## src/rtl/serial_divider.sv

```systemverilog
// Multi-cycle unsigned restoring divider: one quotient bit per clock, start/done
// handshake, divide-by-zero reported as all-ones quotient with the dividend as remainder.
module serial_divider #(
  parameter int g_Width = 12
) (
  input  logic               i_Clk,
  input  logic               i_Rst_L,
  input  logic               i_Start,
  input  logic [g_Width-1:0] i_Dividend,
  input  logic [g_Width-1:0] i_Divisor,
  output logic               o_Busy,
  output logic               o_Done,
  output logic [g_Width-1:0] o_Quotient,
  output logic [g_Width-1:0] o_Remainder,
  output logic               o_Div_Zero
);

  localparam int C_CNT_W = $clog2(g_Width + 1);
  localparam logic [C_CNT_W-1:0] C_CNT_LOAD = C_CNT_W'(g_Width);
  localparam logic [C_CNT_W-1:0] C_CNT_ONE  = C_CNT_W'(1);

  localparam logic [1:0] S_IDLE = 2'd0;
  localparam logic [1:0] S_RUN  = 2'd1;
  localparam logic [1:0] S_DONE = 2'd2;

  logic [1:0]         r_state;
  logic [g_Width-1:0] r_quo;
  logic [g_Width:0]   r_rem;
  logic [g_Width-1:0] r_div;
  logic [C_CNT_W-1:0] r_cnt;
  logic               r_busy;
  logic               r_done;
  logic [g_Width-1:0] r_quotient;
  logic [g_Width-1:0] r_remainder;
  logic               r_div_zero;

  logic [g_Width+1:0] w_shift;
  logic [g_Width+1:0] w_trial;
  logic               w_fits;
  logic [g_Width:0]   w_rem_next;
  logic [g_Width-1:0] w_quo_next;

  // One restoring step; the extra top bit of the trial difference acts as the borrow.
  always_comb begin
    w_shift = {r_rem, r_quo[g_Width-1]};
    w_trial = w_shift - {2'b00, r_div};
    w_fits  = ~w_trial[g_Width+1];
    if (w_fits) begin
      w_rem_next = w_trial[g_Width:0];
    end else begin
      w_rem_next = w_shift[g_Width:0];
    end
    w_quo_next = {r_quo[g_Width-2:0], w_fits};
  end

  // Control FSM, datapath registers and registered result outputs.
  always_ff @(posedge i_Clk or negedge i_Rst_L) begin
    if (!i_Rst_L) begin
      r_state     <= S_IDLE;
      r_quo       <= {g_Width{1'b0}};
      r_rem       <= {(g_Width+1){1'b0}};
      r_div       <= {g_Width{1'b0}};
      r_cnt       <= {C_CNT_W{1'b0}};
      r_busy      <= 1'b0;
      r_done      <= 1'b0;
      r_quotient  <= {g_Width{1'b0}};
      r_remainder <= {g_Width{1'b0}};
      r_div_zero  <= 1'b0;
    end else begin
      r_done <= 1'b0;
      case (r_state)
        S_IDLE: begin
          if (i_Start) begin
            if (i_Divisor == {g_Width{1'b0}}) begin
              r_state     <= S_DONE;
              r_done      <= 1'b1;
              r_quotient  <= {g_Width{1'b1}};
              r_remainder <= i_Dividend;
              r_div_zero  <= 1'b1;
            end else begin
              r_state <= S_RUN;
              r_busy  <= 1'b1;
              r_quo   <= i_Dividend;
              r_div   <= i_Divisor;
              r_rem   <= {(g_Width+1){1'b0}};
              r_cnt   <= C_CNT_LOAD;
            end
          end else begin
            r_state <= S_IDLE;
          end
        end
        S_RUN: begin
          r_rem <= w_rem_next;
          r_quo <= w_quo_next;
          r_cnt <= r_cnt - C_CNT_ONE;
          if (r_cnt == C_CNT_ONE) begin
            r_state     <= S_DONE;
            r_busy      <= 1'b0;
            r_done      <= 1'b1;
            r_quotient  <= w_quo_next;
            r_remainder <= w_rem_next[g_Width-1:0];
            r_div_zero  <= 1'b0;
          end else begin
            r_state <= S_RUN;
          end
        end
        S_DONE: begin
          r_state <= S_IDLE;
        end
        default: begin
          r_state <= S_IDLE;
          r_busy  <= 1'b0;
        end
      endcase
    end
  end

  assign o_Busy      = r_busy;
  assign o_Done      = r_done;
  assign o_Quotient  = r_quotient;
  assign o_Remainder = r_remainder;
  assign o_Div_Zero  = r_div_zero;

endmodule

```

## config.mk

```make
export PLATFORM = sky130hd
export DESIGN_NAME = serial_divider
export DESIGN_NICKNAME = d
export VERILOG_FILES = /design/src/rtl/serial_divider.sv
export SDC_FILE = /design/constraint.sdc
export NUM_CORES = 1
export LEC_CHECK = 0
export CORE_ASPECT_RATIO = 1.25
export CORE_MARGIN = 5
export CORE_UTILIZATION = 35
export DETAILED_ROUTE_END_ITERATION = 8
export DONT_BUFFER_PORTS = 1
export GPL_ROUTABILITY_DRIVEN = 0
export GPL_TIMING_DRIVEN = 1
export HOLD_SLACK_MARGIN = 0.12
export PLACE_DENSITY_LB_ADDON = 0.12
export SLEW_MARGIN = 30
export SYNTH_ARGS = -nofsm -noshare
export SYNTH_HDL_FRONTEND = slang
export SYNTH_SLANG_ARGS = --single-unit
```

## constraint.sdc

```tcl
create_clock -name i_Clk -period 7.5 [get_ports i_Clk]
set_clock_uncertainty 0.2 [all_clocks]
set_input_delay 0 -clock i_Clk [delete_from_list [all_inputs] [get_ports i_Clk]]
set_output_delay 0 -clock i_Clk [all_outputs]
set_load 0.02 [all_outputs]
```

; Yosys cells after proc, flatten, opt, wreduce, memory -nomap -nowiden
; Index checks and enable logic that the tools add are counted.
[op_classes]
add_sub_neg = 2
n_eq_ne = 7
n_mux = 33
bitwise = 3
reduce_logical = 7
[op_table]
columns = operator, n
row1 = 12-bit two-way mux, 8
row2 = 12-bit case mux with 2 select lines, 3
row3 = 13-bit two-way mux, 3
row4 = 13-bit case mux with 2 select lines, 1
row5 = 14-bit by 12-bit subtractor with 14-bit output, 1
row6 = 12-bit logical NOT, 1
row7 = 1-bit two-way mux, 8
row8 = 4-bit two-way mux, 2
row9 = 2-bit != test (second input constant), 4
row10 = 4-bit case mux with 2 select lines, 1
row11 = 4-bit AND reduction, 2
row12 = 2-bit two-way mux, 3
row13 = 3-bit AND reduction, 2
row14 = 4-bit by 1-bit equality test with 1-bit output (second input constant), 1
row15 = 1-bit case mux with 2 select lines, 2
row16 = 2-bit case mux with 2 select lines, 1
row17 = 4-bit by 1-bit subtractor with 4-bit output (second input constant), 1
row18 = 1-bit inverter, 3
row19 = 1-bit case mux with 3 select lines, 1
row20 = 2-bit by 1-bit equality test with 1-bit output (second input constant), 1
row21 = 2-bit equality test (second input constant), 1
row22 = 2-bit logical NOT, 1
row23 = 2-bit nonzero test, 1
[totals]
ff_bits = 70
inputBits = 27
output_inout_bits = 27

; Longest topological paths before layout
; Gate-level depths: netlist of run 1.
[logic_depth]
ltp_word = 4
depth_mapped = 11
mapped_depth_nobuf = 11

; Least setup slack after synthesis of run 1
; Ideal clock, no wire load.
[synth_timing]
path_type = register -> register
startpoint = register r_rem[5]
endpoint = register r_remainder[0] (netlist: o_Remainder[0])
setup_ns = 0.086
arrival_time_ns = 2.312
required_time_ns = 7.214
path_slack_ns = 4.903
stages_incl_launch_ff = 9
n_path_buf = 0
path_cell_list = dfrtp_1 -> ha_1 -> a211o_1 -> nor2_2 -> nand3_2 -> a31oi_4 -> xor2_4 -> mux2_1 -> a32oi_1
[synth_via]
elab_chain_cells = 4
[synth_lines]
columns = element, line
row1 = start: declaration, 28  ; logic [g_Width:0] r_rem;
row2 = start signal: assignment, 61  ; r_rem <= {(g_Width+1){1'b0}};
row3 = start signal: assignment, 85  ; r_rem <= {(g_Width+1){1'b0}};
row4 = start signal: assignment, 93  ; r_rem <= w_rem_next;
row5 = 14-bit by 12-bit subtractor with 14-bit output, 46  ; w_trial = w_shift - {2'b00, r_div};
row6 = 13-bit two-way mux, 48  ; if (w_fits) begin
row7 = 12-bit two-way mux, 96  ; if (r_cnt == C_CNT_ONE) begin
row8 = 12-bit case mux with 2 select lines, 71  ; case (r_state)
row9 = end signal: assignment, 67  ; r_remainder <= {g_Width{1'b0}};
row10 = end signal: assignment, 78  ; r_remainder <= i_Dividend;
row11 = end signal: assignment, 101  ; r_remainder <= w_rem_next[g_Width-1:0];
row12 = end: declaration, 34  ; logic [g_Width-1:0] r_remainder;
; No other way between the ends. The select of a mux whose other input is x is not followed.
; A chain may end at the register's enable or synchronous reset.

; Worst setup path after layout of run 1
[layout_timing]
startpoint = register r_cnt[1]
endpoint = register r_remainder[4] (netlist: o_Remainder[4])
[layout_via]
elab_chain_cells = 3
[layout_lines]
columns = element, line
row1 = start: declaration, 30  ; logic [C_CNT_W-1:0] r_cnt;
row2 = start signal: assignment, 63  ; r_cnt <= {C_CNT_W{1'b0}};
row3 = start signal: assignment, 95  ; r_cnt <= r_cnt - C_CNT_ONE;
row4 = 4-bit by 1-bit equality test with 1-bit output, 96
row5 = 2-bit != test (no line), --
row6 = 4-bit AND reduction (no line), --
; No other way between the ends.

==> impl_metrics.toml, run 1 <==
[routing]
avgRoutedWirePerCell_um = 16.5
drc_errors = 0
avgViaCountPerCell = 5.06
ant_nets = 0
wirelength_mm = 9.16
drt_iter0_drc = 57
first_pass_iters = 4
num_vias = 2804

[clock_network]
postCtsResizedCells = 0
cts_buffer_depth = 2
cts_tree = "yes"
clk_latency_ps = 330
clkTransAtPathRegs_ps = 60
h-tree-depth = 3
cts_made_buffers = 9
cts-root-buf = "clkbuf_16"
clock-sinks = 69

[synthesis]
synthMuxAreaShare = 0.0488
synth_nets = 434
synth_fa_ha_area_frac = 0.0529
synthArstFlopShare = 1.00
ys.warnings.count = 0
syn_inst = 392
synth_top_area_frac = 0.468
synth_xor_area_frac = 0.0363
syn_area_per_cell_um2 = 9.41
synth_top_cell_by_area = "dfrtp_1"
ys_types = 54
yosys_register_bits = 69
netlist_top_cells_area = "dfrtp_1, nand2_1, o21ai_0"
synth_compound_area_frac = 0.195
synth.most_common_cell = "nand2_1"
synth-edff-count = 0
synthesis.area_mm2 = 0.00369
synthSimpleGateAreaFrac = 0.156
netlist_top_cells_count = "nand2_1, dfrtp_1, o21ai_0"
synthFlopType = "dfrtp_1"
synth_top_family_by_area = "compound AO/OA/AOI/OAI gates"
synth_seq_area_share = 0.468

[setup_path]
slowest_delay_ps = 740
crit_slowest_cell = "nand2b_1"
worst-r2r-cell-count = 7
r2r_setup_slack_ps = 4090
cp_top_family = "simple AND/OR/NAND/NOR gates"
cp.required_ps = 7510
start_kind = "register"
cp.arrival_ps = 3420
regToRegStartpoint = "r_cnt[1]"
path_class = "reg2reg"
endpoint_kind = "register"
crit_buf_inv = 2
r2r-end = "o_Remainder[4]"
path_max_fanout = 20
cp_cell_sequence = "inv_1 > ha_1 > nor3b_1 > nand2_1 > nand2b_1 > a32oi_1 > dlygate4sd3_1"

[global_route]
met1_usage = 0.218
grt_pass1_vias = 2799
grt.total_usage = 0.153
antenna_found_initial = 0
use_met2 = 0.220
grt-busiest-layer = "met2"
grt_overflow = 0
grt_pass1_wl_mm = 15.2
grt_max_degree = 70
grt_util_met3 = 0.0443

[die]
die_w_um = 102
die_y_um = 125
initial_core_util = 0.353
die_area_mm2 = 0.0127
ios = 54
row_count = 42
core_area_mm2 = 0.0105

[outcome]
status = "completed"

[placement]
hpwlAfterDp_mm = 6.25
dp_cells = 506
placement.io_buffers = 0

[timing]
hold_violations = 0
worst_pin_slew_ps = 834
rsz0062_at_grt = "no"
fmax_mhz = 293
fin_crit_sh = 0.455
slew_viol_final = 0
setup-violations-final = 0
period_minus_slack_ps = 3410
fin_setup_tns_ps = 0
max_slew_margin = 0.442

[run]
max_cap_viol_count = 0

[pwr]
ir_drop_uv = 205
p_leak_nw = 2.01
p_per_area_mw_per_mm2 = 549

[cells_and_area]
instances_no_fill = 554
n_antenna_cell = 0
drive_gt1_frac = 0.0806
area_growth_syn_to_layout_pct = 21.1
fin_nets = 459

[min_path]
hold_path_class = "in2async"
-- metal layers --
metal  wire length (um)  vias to the layer above
met5                  0                        -
met2               4060                       50
met3                523                        8
met4                132                        0
met1               4440                     1330
li1                   -                     1416
-- sequential cells by signal, summed over array words and instances, names as in the netlist --
signal	count
o_Div_Zero	1
r_state	1
r_div	12
r_cnt	4
r_rem	13
o_Done	1
o_Remainder	12
r_quo	12
o_Quotient	12
o_Busy	1
-- area by class of cell --
cell class                 count  area (um^2)
timing repair buffer          34          370
fill                        1020         5990
inverter                      21         78.8
clock buffer                  10          229
tap                          132          165
sequential                    69         1730
multi-input combinational    282         1810
clock inverter                 6         86.3
-- how the worst max path moves through the flow --
stage / to / from / cells past startpoint / slack, ps
2_1_floorplan: o_Remainder[0] / r_rem[5] / 8 / 4900
3_3_place_gp: o_Remainder[7] / r_cnt[1] / 7 / 4640
3_5_place_dp: o_Remainder[7] / r_cnt[1] / 7 / 4600
4_1_cts: o_Remainder[2] / r_cnt[1] / 7 / 4040
5_1_grt: o_Remainder[4] / r_cnt[1] / 7 / 3800
6_report: o_Remainder[4] / r_cnt[1] / 7 / 4090
-- cell usage in the layout (no fill, tap or decap), types with 3 or more instances in the layout --
cell type,netlist,routed
nand2_1,84,84
dfrtp_1,69,69
o21ai_0,36,36
dlygate4sd3_1,0,30
inv_1,21,21
a21oi_1,21,21
nor2_1,17,17
a21o_1,15,15
ha_1,14,14
mux2i_1,12,12
clkbuf_16,0,9
nand3_1,6,6
xor2_1,5,5
a31oi_1,5,5
a32oi_1,5,5
nor4_1,4,4
xnor2_1,4,4
o21bai_1,3,3
nor3_1,3,3
mux2_2,3,3
a221oi_1,3,3
-- where the power goes --
part,total [mW],switching [mW],internal [mW]
logic,1.22,0.689,0.535
registers,0.774,0.218,0.557
clock network,0.455,0.164,0.291
total,2.45,1.07,1.38
-- repair_timing --
action / in CTS / in global routing
setup buffers: 0 / 0
hold buffers: 32 / 0
endpoints found under the hold margin: 117 / 0
setup endpoints to repair: 0 / 0
-- worst min-delay path: stages --
cell and delay (ps):
dlygate4sd3_1 620, buf_16 130, buf_16 290
-- cell families after synthesis --
| group | after synthesis |
|---|---|
| adder cells (fa/ha/maj) | 15 |
| AO/OA/AOI/OAI | 107 |
| flip-flops | 69 |
| multiplexers | 17 |
| XOR/XNOR | 11 |
| buffers and inverters | 41 |
| AND/OR/NAND/NOR | 132 |
-- through the flow --
stage	instance area, um^2	setup WS (ps)	power [mW]	hold WS, ps	util
after floorplan	3690	4900	1.71	-496	-
after global placement	3800	4640	1.97	-492	0.363
after detailed placement	3800	4600	1.97	-491	0.363
after CTS	4470	4040	2.49	139	0.427
after global routing	4470	3800	2.66	168	0.427
final	4470	4090	2.45	120	0.427
No activity file was read; power rests on OpenSTA's default activity.
==> run 2: changes to the inputs <==
- ABC_AREA: default -> 1
- clock period: 7.5 -> 2.8 ns (I/O delays scaled with it)
==> run 2 against run 1 <==
First-iteration DRC count increased to 2.8 times the previous value. Utilization decreased by 0.067 points. Critical path depth increased by 7. Worst setup slack got worse by 3700 ps. Synthesized cell count increased by 36%. Final cell count increased by 30%. Critical endpoint is now o_Remainder[8]. Largest cell class unchanged.
==> impl_metrics.toml, run 2 <==
[synthesis]
syn_area_per_cell_um2 = 7.59
synth_top_cell_by_area = "dfrtp_1"
netlist_top_cells_area = "dfrtp_1, nand2_1, inv_1"
synth_seq_area_share = 0.425
synthesis.area_mm2 = 0.00406
synth-edff-count = 0
synth_top_family_by_area = "simple AND/OR/NAND/NOR gates"
syn_inst = 535
synthSimpleGateAreaFrac = 0.327
synth_fa_ha_area_frac = 0.0481
synthArstFlopShare = 1.00
yosys_register_bits = 69
ys.warnings.count = 0
synthMuxAreaShare = 0
synthFlopType = "dfrtp_1"
synth_xor_area_frac = 0.00647
synth_top_area_frac = 0.425
ys_types = 35
netlist_top_cells_count = "nand2_1, inv_1, dfrtp_1"
synth_compound_area_frac = 0.0909
synth_nets = 577
synth.most_common_cell = "nand2_1"

[pwr]
p_clk_frac = 0.170
total_power_mw = 6.48
internal-power_mw = 3.33
p_leak_nw = 2.46
swShare = 0.486
combPwrFrac = 0.537
p_seq_frac = 0.294
ir_drop_uv = 467
p_per_area_mw_per_mm2 = 1320
p_sw_mw = 3.15

[global_route]
grt_overflow = 0
grt_pass1_wl_mm = 18.0
grt.total_usage = 0.165
grt_max_degree = 70
grt_pass1_vias = 3701
antenna_found_initial = 0

[clock_network]
cts_buffer_depth = 2
cts_made_buffers = 9
clkTransAtPathRegs_ps = 50
clk_latency_ps = 330
postCtsResizedCells = 0
clock-sinks = 69
post_cts_buffers = 0
cts-root-buf = "clkbuf_16"
ctsHoldBuffers = 40
h-tree-depth = 3
cts_tree = "yes"

[timing]
fin_setup_tns_ps = 0
setup-violations-final = 0
hold_violations = 0
period_minus_slack_ps = 2370
worst_pin_slew_ps = 459
fmax_mhz = 421
rsz0062_at_grt = "no"
slew_viol_final = 0
setup_slack_ps = 425
max_slew_margin = 0.694
fin_crit_sh = 0.848

[cells_and_area]
final_util = 0.427
n_antenna_cell = 0
largest_register_ffs = 13
largest-register = "r_rem"
final_design_area_no_fill_mm2 = 0.00491
area_growth_syn_to_layout_pct = 20.9
fin_nets = 621
final_common_cell = "nand2_1"
drive_gt1_frac = 0.0979
final_cell_mix = "nand2_1, inv_1, dfrtp_1"

[routing]
avgViaCountPerCell = 4.89
ant_nets = 0
wirelength_mm = 10.7
drc_errors = 0
first_pass_iters = 4
drt_iter0_drc = 157
num_vias = 3524
avgRoutedWirePerCell_um = 14.9

[run]
max_cap_viol_count = 0

[setup_path]
r2r-end = "o_Remainder[8]"
cp.required_ps = 2830
crit_slowest_cell = "fa_1"
r2r_setup_slack_ps = 430
setup.worst_path.start = "r_quo[11]"
endpoint_kind = "register"
path_max_fanout = 4
cp_cell_sequence = "inv_1 > ha_1 > inv_1 > fa_1 > nand3_1 > nand3_1 > nand2_1 > nand2_1 > nand2_1 > nand2_1 > nand4_1 > nand3_1 > nand2_1 > inv_1"
cp.arrival_ps = 2410
worst-r2r-cell-count = 14
path_class = "reg2reg"
start_kind = "register"
regToRegStartpoint = "r_quo[11]"
slowest_delay_ps = 450
cpMostUsedCell = "nand2_1"

[die]
die_y_um = 130
initial_core_util = 0.353
die_area_mm2 = 0.0139
core_area_mm2 = 0.0115
die_w_um = 106
row_count = 44
ios = 54

[min_path]
min_to = "o_Div_Zero"
hold_path_depth = 3
hold_path_class = "in2reg"
holdCritStartpoint = "i_Start"

[outcome]
status = "completed"

[placement]
placement.io_buffers = 0
hpwlAfterDp_mm = 7.89
pre_cts_slack_ps = 422
dpl-instance-area_mm2 = 0.00421
## run 2: cell types whose count changed after synthesis, moves of 12 or more
cell	change
nand4_1	+16
nand2_1	+51
nor2_1	+28
inv_1	+66
mux2i_1	-12
nand3_1	+38
clkbuf_1	-12
a21o_1	-15
## run 2: cell families (layout without fill, tap and decap cells)
family / count (synthesis) / in the layout
adder cells (fa/ha/maj): 15 / 15
XOR/XNOR: 3 / 3
AO/OA/AOI/OAI: 65 / 65
buffers and inverters: 106 / 153
flip-flops: 69 / 69
AND/OR/NAND/NOR: 277 / 277
## run 2: power by group through the flow
stage	sequential (mW)	combinational [mW]	clock [mW]
floorplan	1.82	2.67	0
CTS	1.91	3.51	1.13
global route	1.95	4.00	1.17
global placement	1.93	3.37	0
finish	1.90	3.48	1.10
detailed placement	1.92	3.39	0
## run 2: through the flow
stage               hold WS, ps  cells
floorplan                  -496    535
global placement           -494    666
detailed placement         -494    666
CTS                         238    720
global route                292    720
finish                      240    720
## run 2: worst max-delay path by stage
stage	endpoint	depth (start not counted)
floorplan	o_Remainder[3]	13
global placement	o_Remainder[8]	14
detailed placement	o_Remainder[8]	14
CTS	o_Remainder[8]	14
global route	o_Remainder[8]	14
finish	o_Remainder[8]	14
## run 2: layer usage
metal	share of wire	routed length, um	global-route usage
met3	0.035	380	0.0378
met1	0.43	4610	0.194
met2	0.49	5250	0.280
met4	0.043	461	0.0938
met5	0	0	0
## run 2: layout make-up
cell class,instances,area (um^2)
Inverter,93,349
Sequential cell,69,1730
Tap cell,138,173
Clock inverter,2,35.0
Clock buffer,12,246
Multi-Input combinational cell,360,1920
Fill cell,1177,6600
Timing Repair Buffer,46,463
## run 2: worst max-delay path, delay by kind of cell, from the launching register on
| kind | cells | cell delay [ps] |
|---|---|---|
| adder cells (fa/ha/maj) | 2 | 600 |
| buffers and inverters | 3 | 210 |
| flip-flops | 1 | 380 |
| AND/OR/NAND/NOR | 9 | 880 |
==> run 3: changes to the inputs <==
- clock period: 2.8 -> 1.9 ns (I/O delays scaled with it)
==> run 3 against run 2 <==
The run now ends with setup timing left. Worst hold slack got worse by 80 ps. Clock power increased by 66%. Power increased by 85%. Sequential cell count unchanged. Critical path depth unchanged. Critical path type unchanged. Largest cell class unchanged.
==> impl_metrics.toml, run 3 (synthesis results as in run 2) <==
[pwr]
p_leak_nw = 2.88
combPwrFrac = 0.613
p_clk_frac = 0.153
internal-power_mw = 6.42
p_per_area_mw_per_mm2 = 2080
swShare = 0.464
p_sw_mw = 5.55
ir_drop_uv = 804
p_seq_frac = 0.234

[cells_and_area]
largest_register_ffs = 13
largest-register = "r_rem"
n_antenna_cell = 0
area_growth_syn_to_layout_pct = 41.8
fin_nets = 682
final_util = 0.501
fillCellCount = 1141
final_cell_mix = "nand2_1, inv_1, buf_4"
final_common_cell = "nand2_1"
instances_no_fill = 783
final_design_area_no_fill_mm2 = 0.00576
drive_gt1_frac = 0.291

[die]
core_area_mm2 = 0.0115
row_count = 44
die_w_um = 106
initial_core_util = 0.353
die_y_um = 130
ios = 54
die_area_mm2 = 0.0139

[timing]
max_slew_margin = 0.727
fin_setup_tns_ps = -6390
setup-violations-final = 27
worst_pin_slew_ps = 410
period_minus_slack_ps = 2210
rsz0062_at_grt = "yes"
fin_crit_sh = 1.16
slew_viol_final = 0
setup_slack_ps = -308
hold_violations = 0
fmax_mhz = 453

[global_route]
grt_pass1_vias = 3982
grt_max_degree = 70
grt_pass1_wl_mm = 19.9
antenna_found_initial = 0
grt.total_usage = 0.184
grt_overflow = 0

[setup_path]
crit_buf_inv = 3
cp.arrival_ps = 2290
cp.required_ps = 1980
cpMostUsedCell = "nand2_2"
setup.worst_path.start = "r_div[10]"
cp_top_family = "simple AND/OR/NAND/NOR gates"
slowest_delay_ps = 370
endpoint_kind = "register"
regToRegStartpoint = "r_div[10]"
crit_slowest_cell = "dfrtp_1"
path_max_fanout = 6
path_class = "reg2reg"
start_kind = "register"
cp_cell_sequence = "inv_2 > ha_4 > nand2_2 > nand2_2 > nand2_2 > nand2_2 > a21oi_4 > buf_6 > nand3_4 > nand2_4 > nand3_2 > nand3_2 > nand2_1 > inv_1"

[routing]
wirelength_mm = 11.9
num_vias = 3757
avgRoutedWirePerCell_um = 15.2
drt_iter0_drc = 211
ant_nets = 0
first_pass_iters = 4
drc_errors = 0
avgViaCountPerCell = 4.80

[min_path]
holdCritStartpoint = "i_Divisor[3]"
hold_path_class = "in2reg"

[clock_network]
h-tree-depth = 3
cts-root-buf = "clkbuf_16"
clock-sinks = 69
clkTransAtPathRegs_ps = 60
clk_latency_ps = 340
cts_buffer_depth = 2
cts_made_buffers = 9
cts_tree = "yes"

[outcome]
status = "finished, violations left"
violations = "setup timing"

[placement]
placement.io_buffers = 0
dpl-instance-area_mm2 = 0.00477
dp_cells = 724
hpwlAfterDp_mm = 8.67

[run]
max_cap_viol_count = 0
-- run 3: changes by cell type in the layout (fill, tap and decap cells not counted), moves of 4 or more --
cell | before | now
buf_4 | 6 | 72
dlygate4sd3_1 | 39 | 27
ha_1 | 14 | 3
ha_4 | 0 | 10
inv_1 | 87 | 80
inv_2 | 6 | 12
nand2_1 | 135 | 126
nand2_2 | 3 | 11
nand3_1 | 44 | 19
nand3_2 | 11 | 33
nand3_4 | 1 | 5
-- run 3: per-stage QoR --
stage	setup slack, ps	hold slack (ps)	power, mW
floorplan	-15.2	-496	6.92
CTS	-270	157	11.7
global route	-414	184	13.1
global placement	-308	-493	9.07
detailed placement	-328	-493	9.13
finish	-308	159	12.0
-- run 3: final timing paths --
check,endpoint,slack (ps),cells past startpoint
worst min-delay path,r_div[3],160,3
min in group asynchronous,r_rem[10],530,3
max in group asynchronous,r_rem[3],630,3
worst max register to register,o_Remainder[8],-310,14
worst min register to register,r_cnt[3],300,1
worst max-delay path,o_Remainder[8],-310,14
-- run 3: worst min-delay path, delay by kind of cell --
kind | cells | cell delay, ps
compound gates | 1 | 60
buf+inv | 1 | 550
simple gates | 1 | 50
-- run 3: routing by layer --
metal,GRT usage,vias up,part of all wire
li1,-,1919,-
met1,0.212,1757,0.41
met2,0.330,64,0.53
met3,0.0418,17,0.040
met4,0.0747,0,0.026
met5,0,-,0
-- run 3: final cells by class --
class,instances,area [um^2],share of cell area
multi-input combinational,363,2300,0.400
sequential,69,1730,0.300
timing repair buffer,103,872,0.151
inverter,93,354,0.0615
clock buffer,11,243,0.0421
tap,138,173,0.0300
clock inverter,5,82.6,0.0143
timing repair inverter,1,5.00,0.000869
-- run 3: power by group through the flow --
stage,registers [mW],clock network (mW),logic [mW]
final,2.80,1.83,7.34
after global routing,2.87,1.96,8.26
after global placement,2.80,0,6.27
after CTS,2.81,1.88,7.00
after floorplan,2.72,0,4.19
after detailed placement,2.81,0,6.32
-- run 3: what timing repair did --
item | 4_1_cts | 5_1_grt
resized for setup | 31 | 25
endpoints found under the setup margin | 27 | 45
hold buffers | 28 | 0
gates cloned | 2 | 2
endpoints found under the hold margin | 116 | 0
pin swaps | 21 | 15
setup buffers | 8 | 3
